<file path="src/rtl/mem_stage_pkg.sv">
// Shared types and helpers for the MEM pipeline stage: FSM states, exception
// causes, RV64 load/store funct3 encodings and byte-lane helpers.
package mem_stage_pkg;

  typedef enum logic {
    ST_IDLE = 1'b0,
    ST_BUSY = 1'b1
  } state_e;

  typedef enum logic [1:0] {
    EXC_NONE     = 2'b00,
    EXC_MISALIGN = 2'b01,
    EXC_TIMEOUT  = 2'b10,
    EXC_ILLEGAL  = 2'b11
  } exc_cause_e;

  localparam logic [2:0] F3_LB  = 3'b000;
  localparam logic [2:0] F3_LH  = 3'b001;
  localparam logic [2:0] F3_LW  = 3'b010;
  localparam logic [2:0] F3_LD  = 3'b011;
  localparam logic [2:0] F3_LBU = 3'b100;
  localparam logic [2:0] F3_LHU = 3'b101;
  localparam logic [2:0] F3_LWU = 3'b110;

  localparam logic [1:0] SZ_B = 2'b00;
  localparam logic [1:0] SZ_H = 2'b01;
  localparam logic [1:0] SZ_W = 2'b10;
  localparam logic [1:0] SZ_D = 2'b11;

  // Byte enables for an access of the given size sitting in lane 0.
  function automatic logic [7:0] lane_mask(input logic [1:0] sz);
    case (sz)
      SZ_B:    return 8'h01;
      SZ_H:    return 8'h03;
      SZ_W:    return 8'h0F;
      default: return 8'hFF;
    endcase
  endfunction

  // Low address bits that must be zero for a naturally aligned access.
  function automatic logic [2:0] align_mask(input logic [1:0] sz);
    case (sz)
      SZ_B:    return 3'b000;
      SZ_H:    return 3'b001;
      SZ_W:    return 3'b011;
      default: return 3'b111;
    endcase
  endfunction

endpackage

</file>
<file path="src/rtl/mem_access_stage_load_align.sv">
// Load alignment: pulls the addressed lane out of the read doubleword and
// sign- or zero-extends it according to funct3.
module load_align
  import mem_stage_pkg::*;
(
  input  logic [63:0] rdata_i,
  input  logic [2:0]  lane_i,
  input  logic [2:0]  funct3_i,
  output logic [63:0] data_o
);

  logic [63:0] shifted;

  assign shifted = rdata_i >> {lane_i, 3'b000};

  always_comb begin
    data_o = shifted;
    case (funct3_i)
      F3_LB:   data_o = {{56{shifted[7]}},  shifted[7:0]};
      F3_LH:   data_o = {{48{shifted[15]}}, shifted[15:0]};
      F3_LW:   data_o = {{32{shifted[31]}}, shifted[31:0]};
      F3_LD:   data_o = shifted;
      F3_LBU:  data_o = {56'd0, shifted[7:0]};
      F3_LHU:  data_o = {48'd0, shifted[15:0]};
      F3_LWU:  data_o = {32'd0, shifted[31:0]};
      default: data_o = shifted;
    endcase
  end

endmodule

</file>
<file path="src/rtl/mem_access_stage.sv">
// RV64 MEM stage: issues loads/stores on a req/ack data bus, registers the WB
// result (also the EX forwarding taps) and stalls EX while an access is open.
module mem_access_stage
  import mem_stage_pkg::*;
#(
  parameter int XLEN        = 64,
  parameter int ADDR_W      = 32,
  parameter int ACK_TIMEOUT = 255
) (
  input  logic              clk_i,
  input  logic              rst_i,
  input  logic              valid_i,
  input  logic              mem_read_i,
  input  logic              mem_write_i,
  input  logic              reg_write_i,
  input  logic [2:0]        funct3_i,
  input  logic [4:0]        rd_i,
  input  logic [XLEN-1:0]   alu_result_i,
  input  logic [XLEN-1:0]   wr_ram_data_i,
  output logic              stall_o,
  output logic              dmem_req_o,
  output logic              dmem_we_o,
  output logic [ADDR_W-1:0] dmem_addr_o,
  output logic [7:0]        dmem_be_o,
  output logic [XLEN-1:0]   dmem_wdata_o,
  input  logic [XLEN-1:0]   dmem_rdata_i,
  input  logic              dmem_ack_i,
  output logic              wb_valid_o,
  output logic              wb_reg_write_o,
  output logic [4:0]        wb_rd_o,
  output logic [XLEN-1:0]   wb_result_o,
  output logic              exc_o,
  output logic [1:0]        exc_cause_o
);

  localparam int CNT_W = $clog2(ACK_TIMEOUT + 1);

  state_e            state_q, state_d;
  logic [CNT_W-1:0]  cnt_q, cnt_d;
  logic [4:0]        rd_q, rd_d;
  logic [2:0]        f3_q, f3_d;
  logic [2:0]        lane_q, lane_d;
  logic              rw_q, rw_d;
  logic              load_q, load_d;

  logic              req_q, req_d;
  logic              we_q, we_d;
  logic [ADDR_W-1:0] addr_q, addr_d;
  logic [7:0]        be_q, be_d;
  logic [XLEN-1:0]   wdata_q, wdata_d;

  logic              wbv_q, wbv_d;
  logic              wbrw_q, wbrw_d;
  logic [4:0]        wbrd_q, wbrd_d;
  logic [XLEN-1:0]   wbres_q, wbres_d;
  logic              exc_q, exc_d;
  exc_cause_e        cause_q, cause_d;

  logic              is_mem;
  logic              illegal;
  logic              misaligned;
  logic [XLEN-1:0]   load_data;

  assign is_mem     = mem_read_i | mem_write_i;
  assign illegal    = (mem_read_i & mem_write_i)
                    | (mem_read_i & (funct3_i == 3'b111))
                    | (mem_write_i & funct3_i[2]);
  assign misaligned = (alu_result_i[2:0] & align_mask(funct3_i[1:0])) != 3'b000;

  load_align u_load_align (
    .rdata_i  (dmem_rdata_i),
    .lane_i   (lane_q),
    .funct3_i (f3_q),
    .data_o   (load_data)
  );

  always_comb begin
    state_d = state_q;
    cnt_d   = cnt_q;
    rd_d    = rd_q;
    f3_d    = f3_q;
    lane_d  = lane_q;
    rw_d    = rw_q;
    load_d  = load_q;
    req_d   = req_q;
    we_d    = we_q;
    addr_d  = addr_q;
    be_d    = be_q;
    wdata_d = wdata_q;
    wbv_d   = 1'b0;
    wbrw_d  = 1'b0;
    wbrd_d  = wbrd_q;
    wbres_d = wbres_q;
    exc_d   = 1'b0;
    cause_d = EXC_NONE;

    case (state_q)
      ST_IDLE: begin
        if (valid_i) begin
          wbrd_d = rd_i;
          if (!is_mem) begin
            wbv_d   = 1'b1;
            wbrw_d  = reg_write_i;
            wbres_d = alu_result_i;
          end else if (illegal) begin
            wbv_d   = 1'b1;
            wbres_d = alu_result_i;
            exc_d   = 1'b1;
            cause_d = EXC_ILLEGAL;
          end else if (misaligned) begin
            wbv_d   = 1'b1;
            wbres_d = alu_result_i;
            exc_d   = 1'b1;
            cause_d = EXC_MISALIGN;
          end else begin
            rd_d    = rd_i;
            f3_d    = funct3_i;
            lane_d  = alu_result_i[2:0];
            rw_d    = reg_write_i;
            load_d  = mem_read_i;
            req_d   = 1'b1;
            we_d    = mem_write_i;
            addr_d  = {alu_result_i[ADDR_W-1:3], 3'b000};
            be_d    = lane_mask(funct3_i[1:0]) << alu_result_i[2:0];
            wdata_d = mem_write_i ? (wr_ram_data_i << {alu_result_i[2:0], 3'b000}) : '0;
            cnt_d   = '0;
            state_d = ST_BUSY;
          end
        end
      end
      ST_BUSY: begin
        // Ack is checked first so a response on the last allowed cycle completes normally.
        if (dmem_ack_i || (cnt_q == CNT_W'(ACK_TIMEOUT - 1))) begin
          req_d   = 1'b0;
          we_d    = 1'b0;
          addr_d  = '0;
          be_d    = '0;
          wdata_d = '0;
          cnt_d   = '0;
          wbv_d   = 1'b1;
          wbrd_d  = rd_q;
          state_d = ST_IDLE;
          if (dmem_ack_i) begin
            wbrw_d  = load_q & rw_q;
            wbres_d = load_q ? load_data : '0;
          end else begin
            wbres_d = '0;
            exc_d   = 1'b1;
            cause_d = EXC_TIMEOUT;
          end
        end else begin
          cnt_d = cnt_q + 1'b1;
        end
      end
      default: state_d = ST_IDLE;
    endcase
  end

  always_ff @(posedge clk_i or negedge rst_i) begin
    if (!rst_i) begin
      state_q <= ST_IDLE;
      cnt_q   <= '0;
      rd_q    <= '0;
      f3_q    <= '0;
      lane_q  <= '0;
      rw_q    <= 1'b0;
      load_q  <= 1'b0;
      req_q   <= 1'b0;
      we_q    <= 1'b0;
      addr_q  <= '0;
      be_q    <= '0;
      wdata_q <= '0;
      wbv_q   <= 1'b0;
      wbrw_q  <= 1'b0;
      wbrd_q  <= '0;
      wbres_q <= '0;
      exc_q   <= 1'b0;
      cause_q <= EXC_NONE;
    end else begin
      state_q <= state_d;
      cnt_q   <= cnt_d;
      rd_q    <= rd_d;
      f3_q    <= f3_d;
      lane_q  <= lane_d;
      rw_q    <= rw_d;
      load_q  <= load_d;
      req_q   <= req_d;
      we_q    <= we_d;
      addr_q  <= addr_d;
      be_q    <= be_d;
      wdata_q <= wdata_d;
      wbv_q   <= wbv_d;
      wbrw_q  <= wbrw_d;
      wbrd_q  <= wbrd_d;
      wbres_q <= wbres_d;
      exc_q   <= exc_d;
      cause_q <= cause_d;
    end
  end

  assign stall_o        = (state_q == ST_BUSY);
  assign dmem_req_o     = req_q;
  assign dmem_we_o      = we_q;
  assign dmem_addr_o    = addr_q;
  assign dmem_be_o      = be_q;
  assign dmem_wdata_o   = wdata_q;
  assign wb_valid_o     = wbv_q;
  assign wb_reg_write_o = wbrw_q;
  assign wb_rd_o        = wbrd_q;
  assign wb_result_o    = wbres_q;
  assign exc_o          = exc_q;
  assign exc_cause_o    = cause_q;

endmodule

</file>
<file path="config.mk">
export PLATFORM = sky130hd
export DESIGN_NAME = mem_access_stage
export DESIGN_NICKNAME = d
export VERILOG_FILES = /design/src/rtl/mem_stage_pkg.sv /design/src/rtl/mem_access_stage_load_align.sv /design/src/rtl/mem_access_stage.sv
export SDC_FILE = /design/constraint.sdc
export NUM_CORES = 1
export LEC_CHECK = 0
export CAP_MARGIN = 20
export CORE_ASPECT_RATIO = 0.5
export CORE_UTILIZATION = 48
export CTS_CLUSTER_DIAMETER = 150
export DETAILED_ROUTE_END_ITERATION = 10
export PLACE_DENSITY = 0.86
export SYNTH_ARGS = -nofsm -noshare
export SYNTH_HDL_FRONTEND = slang
export SYNTH_HIERARCHICAL = 1
export SYNTH_SLANG_ARGS = --single-unit
</file>
<file path="constraint.sdc">
create_clock -name clk_i -period 2.8 [get_ports clk_i]
set_input_delay 0.56 -clock clk_i [delete_from_list [all_inputs] [get_ports clk_i]]
set_output_delay 0.56 -clock clk_i [all_outputs]
set_load 0.05 [all_outputs]
</file>
# Word-level counts from Yosys, hierarchy flattened
# Index checks and enable logic that the tools add are counted.
# W data, S select, Z words.
classes:
  magnitude_cmp: 0
  n_reduce_logical: 9
  add_sub_neg: 1
  shifts: 3
  eq_ne: 15
  div_mod_pow: 0
  bitwise_logic: 11
  multipliers: 0
  muxes: 84
op_table:
  columns: ["operator", "count"]
  rows:
  - ["$mux W64", 13]
  - ["$pmux W64 S6", 1]
  - ["$pmux W64 S2", 2]
  - ["$mux W32", 5]
  - ["$mux W8", 15]
  - ["$pmux W32 S2", 1]
  - ["$shl A64 B6 Y64", 1]
  - ["$shr A64 B6 Y64", 1]
  - ["$pmux W8 S2", 2]
  - ["$mux W1", 28]
  - ["$pmux W8 S3", 1]
  - ["$eq A3 B3 Y1 const B", 4]
  - ["$pmux W1 S2", 6]
  - ["$mux W2", 5]
  - ["$mux W5", 2]
  - ["$pmux W5 S2", 1]
  - ["$reduce_and A5 Y1", 2]
  - ["$pmux W3 S3", 1]
  - ["$add A8 B1 Y8 const B", 1]
  - ["$eq A8 B8 Y1 const B", 1]
  - ["$ne A2 B2 Y1 const B", 4]
  - ["$shl A8 B3 Y8", 1]
  - ["$and A1 B1 Y1", 4]
  - ["$ne A4 B4 Y1 const B", 1]
  - ["other kinds (16)", 20]
totals:
  ff_bits: 202
  ramBits: 0
  input_bits: 207
  out_inout_bits: 181
  latchBits: 0
  memories: 0
  romBits: 0
  wordCells: 141

# Logic depth before layout (Yosys ltp)
logic_depth:
  word_depth: 15
  depth_mapped: 10
  mapped_depth_nobuf: 7

# Hierarchy
# The synthesis kept the hierarchy.
by_module_without_submodules:
  columns: ["module", "cells_each", "n_inst", "area_each_um2"]
  rows:
  - ["mem_access_stage", 1048, 1, 10164.7]
  - ["load_align", 293, 1, 2338.5]

# Worst setup path after synthesis
# No wires, ideal clock.
synth_path:
  path_type: "flip-flop to flip-flop"
  startpoint: "register lane_q[0]"
  endpoint: "register wbres_q[22] (netlist: wb_result_o[22])"
  path_slack_ps: 576
  setup_ps: 127
  required_ps: 2673
  path_stages_with_launch: 11
  period_less_slack_ps: 2224
  arrival_ps: 2096
  cell_sequence: "dfrtp_1 buf_2 buf_2 o221ai_1 nand4_1 buf_2 buf_2 nand3_1 nand2_1 o21ai_0 mux2_1"
synth_via:
  elab_chain_len: 6
synth_rtl:
  columns: ["element", "line_no", "rtl"]
  rows:
  - ["start: declaration", "mem_access_stage.sv:42", "logic [2:0] lane_q, lane_d;"]
  - ["start signal: assignment", "mem_access_stage.sv:184", "lane_q <= lane_d;"]
  - ["$shr A64 B6 Y64", "mem_access_stage_load_align.sv:14", "assign shifted = rdata_i >> {lane_i, 3'b000};"]
  - ["$pmux W64 S6", "mem_access_stage_load_align.sv:18", "case (funct3_i)"]
  - ["via load_data[22]", "mem_access_stage.sv:62", "logic [XLEN-1:0] load_data;"]
  - ["$mux W64", "mem_access_stage.sv:145", "wbres_d = load_q ? load_data : '0;"]
  - ["$mux W64", "mem_access_stage.sv:143", "if (dmem_ack_i) begin"]
  - ["$mux W64", "mem_access_stage.sv:133", "if (dmem_ack_i || (cnt_q == CNT_W'(ACK_TIMEOUT - 1))) begin"]
  - ["$pmux W64 S2", "mem_access_stage.sv:97", "case (state_q)"]
  - ["end signal: assignment", "mem_access_stage.sv:195", "wbres_q <= wbres_d;"]
  - ["end: declaration", "mem_access_stage.sv:55", "logic [XLEN-1:0] wbres_q, wbres_d;"]
# The timed path passes the listed nets, and every way through them passes these cells. The select of a mux whose other input is x is not followed.
# A chain may end at the register's enable or synchronous reset.

# Worst setup path after layout
layout_path:
  startpoint: "register lane_q[0]"
  endpoint: "register wbres_q[8] (netlist: wb_result_o[8])"
# Same word-level chain as after synthesis.

==> flow_metrics.tcl <==
set metrics [dict create \
    yosys.area.top_type "dfrtp_1" \
    synth_edf_count 0 \
    place_inst 2036 \
    dpl_cell_area_sq_mm 0.01701 \
    cts_max_level 4 \
    gr-usage-all-layers 0.3275 \
    cp.required_ns 3.20 \
    num_io_pins 388 \
    synthFlopType "dfrtp_1" \
    grt_max_degree 78 \
    clock_path_buffers 2 \
    netlist_top_cells_count "nand2_1, dfrtp_1, o21ai_0" \
    portBuffers 384 \
    globalplace.congestion 0.9779 \
    start_util 0.4924 \
    cp.depth 9 \
    fmax_mhz 380.9 \
    cts_resized 0 \
    netlist_instances 1341 \
    drc 0 \
    tightest_slew_ns 0.7318 \
    netlist_area_sq_mm 0.01250 \
    yosysMostFrequentCell "nand2_1" \
    netSwitchingPower_uw 9650 \
    worstSetupEndpointType "flip-flop" \
    cp_top_family "simple AND/OR/NAND/NOR gates" \
    cts_tree "done" \
    clock_latency_ns 0.46 \
    nets 1920 \
    peakVddDrop_mv 0.6789 \
    seqPwrFrac 0.245 \
    wl_per_cell_microns 21.40 \
    clkPwrFrac 0.131 \
    cp_common_cell "o21ai_0" \
    die_h_microns 116.1 \
    syn_to_final_growth_pct 40.92 \
    run_status "finished, final reports clean" \
    p_int_uw 10100 \
    clock_tree.root_cell "clkbuf_16" \
    worst-path-buf-inv 2 \
    ys_seq_area_frac 0.3983 \
    period_share 0.9376 \
    die_w_microns 230.2 \
    grt_first_pass_wirelength_microns 66820 \
    setup_viol 0 \
    rows 41 \
    power_uw 19750 \
    cts_sinks 199 \
    synth_top_area_share 0.3983 \
    cp_max_fo 27 \
    synth.distinct_cells 60 \
    reg2reg_depth 9 \
    cts_buffers 17 \
    comb_power_share 0.623 \
    clk_pin_slew_ns 0.07 \
    wirelength_microns 44320 \
    synthArstFlopShare 1.000 \
    p_leak_uw 0.007561 \
    ys_seq_elements 199 \
    grt_pass1_vias 11640 \
    hpwl_microns 33560 \
    synth_area_leaders "dfrtp_1, mux2_2, nand2_1, mux4_2, mux2i_1" \
    fin_crit_ns 2.625 \
    critPathKind "flip-flop to flip-flop" \
    fin_worst_skew_ns 0.01060 \
    drt-initial-drc-count 1554 \
    globalRouteOverflowTotal 0 \
    postRouteAntennaNets 0 \
    core-area_sq_mm 0.02539 \
    stdcell_count 2071 \
    die-area_sq_mm 0.02674 \
    slowest_stage "dfrtp_2" \
    cp-start-kind "flip-flop" \
    ys.warnings.count 6 \
    drv_slew 0 \
    critPathArrivalTime_ns 3.03 \
    cts_post_setup_buffers_inserted 0 \
    sw_frac_of_total 0.4885 \
    dr.pass1.iters 8 \
    cp_slowest_stage_delay_ns 0.56 \
    rsz0062_at_grt "no" \
    slew_headroom 0.5103 \
    vias 12200 \
    cp_cell_sequence "buf_12 > buf_4 > nor2b_1 > o2bb2ai_1 > mux2i_1 > o21ai_0 > nand2_1 > o21ai_0 > mux2_2" \
    powerDensity_mw_per_mm2 1121 \
    postCtsHoldBufs 0 \
    drive_above_1_share 0.1514 \
    avgSynthCellArea_sq_um 9.324 \
    fin_area_sq_mm 0.01762 \
    antenna_found_initial 4 \
    avgViaCountPerCell 5.889 \
    hp-class "input pin to asynchronous set/reset pin" \
    hold_viol 0 \
    drv_cap 0 \
]
## worst paths after layout
| path | to | slack, ns | startpoint |
|---|---|---|---|
| min reg2reg | dmem_addr_o[3]$_DFFE_PN0P_ | 0.47 | dmem_addr_o[3]$_DFFE_PN0P_ |
| min | wb_result_o[58]$_DFFE_PN0P_ | 0.11 | rst_i |
| max | wb_result_o[8]$_DFFE_PN0P_ | 0.17 | lane_q[0]$_DFFE_PN0P_ |
| max reg2reg | wb_result_o[8]$_DFFE_PN0P_ | 0.17 | lane_q[0]$_DFFE_PN0P_ |
| max in group asynchronous | dmem_wdata_o[21]$_DFFE_PN0P_ | 1.89 | rst_i |
| min in group clk_i | dmem_addr_o[3]$_DFFE_PN0P_ | 0.47 | dmem_addr_o[3]$_DFFE_PN0P_ |
## kinds of logic after synthesis
kind of cell,synth area share
multiplexers,0.2084
adder cells (fa/ha/maj),0.002001
AND/OR/NAND/NOR,0.1480
flip-flops,0.3983
buffers and inverters,0.06865
other,0.0002999
AO/OA/AOI/OAI,0.1736
XOR/XNOR,0.0007006
## per-layer routing
| layer | global-route usage | part of all wire | vias up |
|---|---|---|---|
| li1 | - | - | 5556 |
| met1 | 0.4147 | 0.40 | 5888 |
| met2 | 0.5442 | 0.48 | 622 |
| met3 | 0.06128 | 0.072 | 131 |
| met4 | 0.1726 | 0.049 | 0 |
| met5 | 0 | 0 | - |
## flip-flops by register name (all words and copies together), names as in the netlist
name and cells:
cnt_q 8, dmem_addr_o 29, dmem_be_o 8, dmem_req_o 1, dmem_wdata_o 64, dmem_we_o 1, exc_cause_o 2, exc_o 1
f3_q 3, lane_q 3, load_q 1, rd_q 5, rw_q 1, stall_o 1, wb_rd_o 5, wb_reg_write_o 1
wb_result_o 64, wb_valid_o 1
## cell type report
cell class | count | area [sq um]
Timing Repair Buffer | 466 | 4651
Multi-Input combinational cell | 957 | 6683
Fill cell | 1943 | 7774
Inverter | 70 | 262.8
Clock inverter | 10 | 145.1
Antenna cell | 3 | 7.507
Sequential cell | 199 | 4986
Tap cell | 344 | 430.4
Clock buffer | 22 | 454.2
## stage by stage
| step | utilization | setup TNS [ns] | worst slack [ns] | hold WS, ns |
|---|---|---|---|---|
| after detailed placement | 0.6700 | -1.100 | -0.08196 | 0.4648 |
| after global placement | 0.6700 | -0.02652 | -0.02652 | 0.4588 |
| after CTS | 0.6936 | 0 | 0.2410 | 0.1411 |
| after floorplan | - | 0 | 0.5761 | 0.2644 |
| after global routing | 0.6939 | 0 | 0.02314 | 0.1636 |
| final | 0.6939 | 0 | 0.1747 | 0.1129 |
## power groups by stage
stage / clock, uW / combinational (uW) / sequential, uW
6_report: 2600 / 12300 / 4840
3_3_place_gp: 0 / 12000 / 4830
5_1_grt: 2730 / 12900 / 4990
3_5_place_dp: 0 / 12200 / 4870
2_1_floorplan: 0 / 4680 / 8190
4_1_cts: 2610 / 12200 / 4830
## cell usage in the layout (no fill, tap or decap), drive strengths merged, types with 9 or more instances in the layout
master / instances
clkdlybuf4s50: 380
nand2: 250
dfrtp: 199
o21ai: 128
mux2: 109
buf: 85
o31ai: 76
inv: 70
mux2i: 68
nor2: 57
a21oi: 33
nand4: 32
mux4: 31
nand3: 23
clkbuf: 23
nor2b: 15
and2: 14
o41ai: 11
and3: 10
o221ai: 9
a22o: 9
Power figures use the tool's default switching activity.
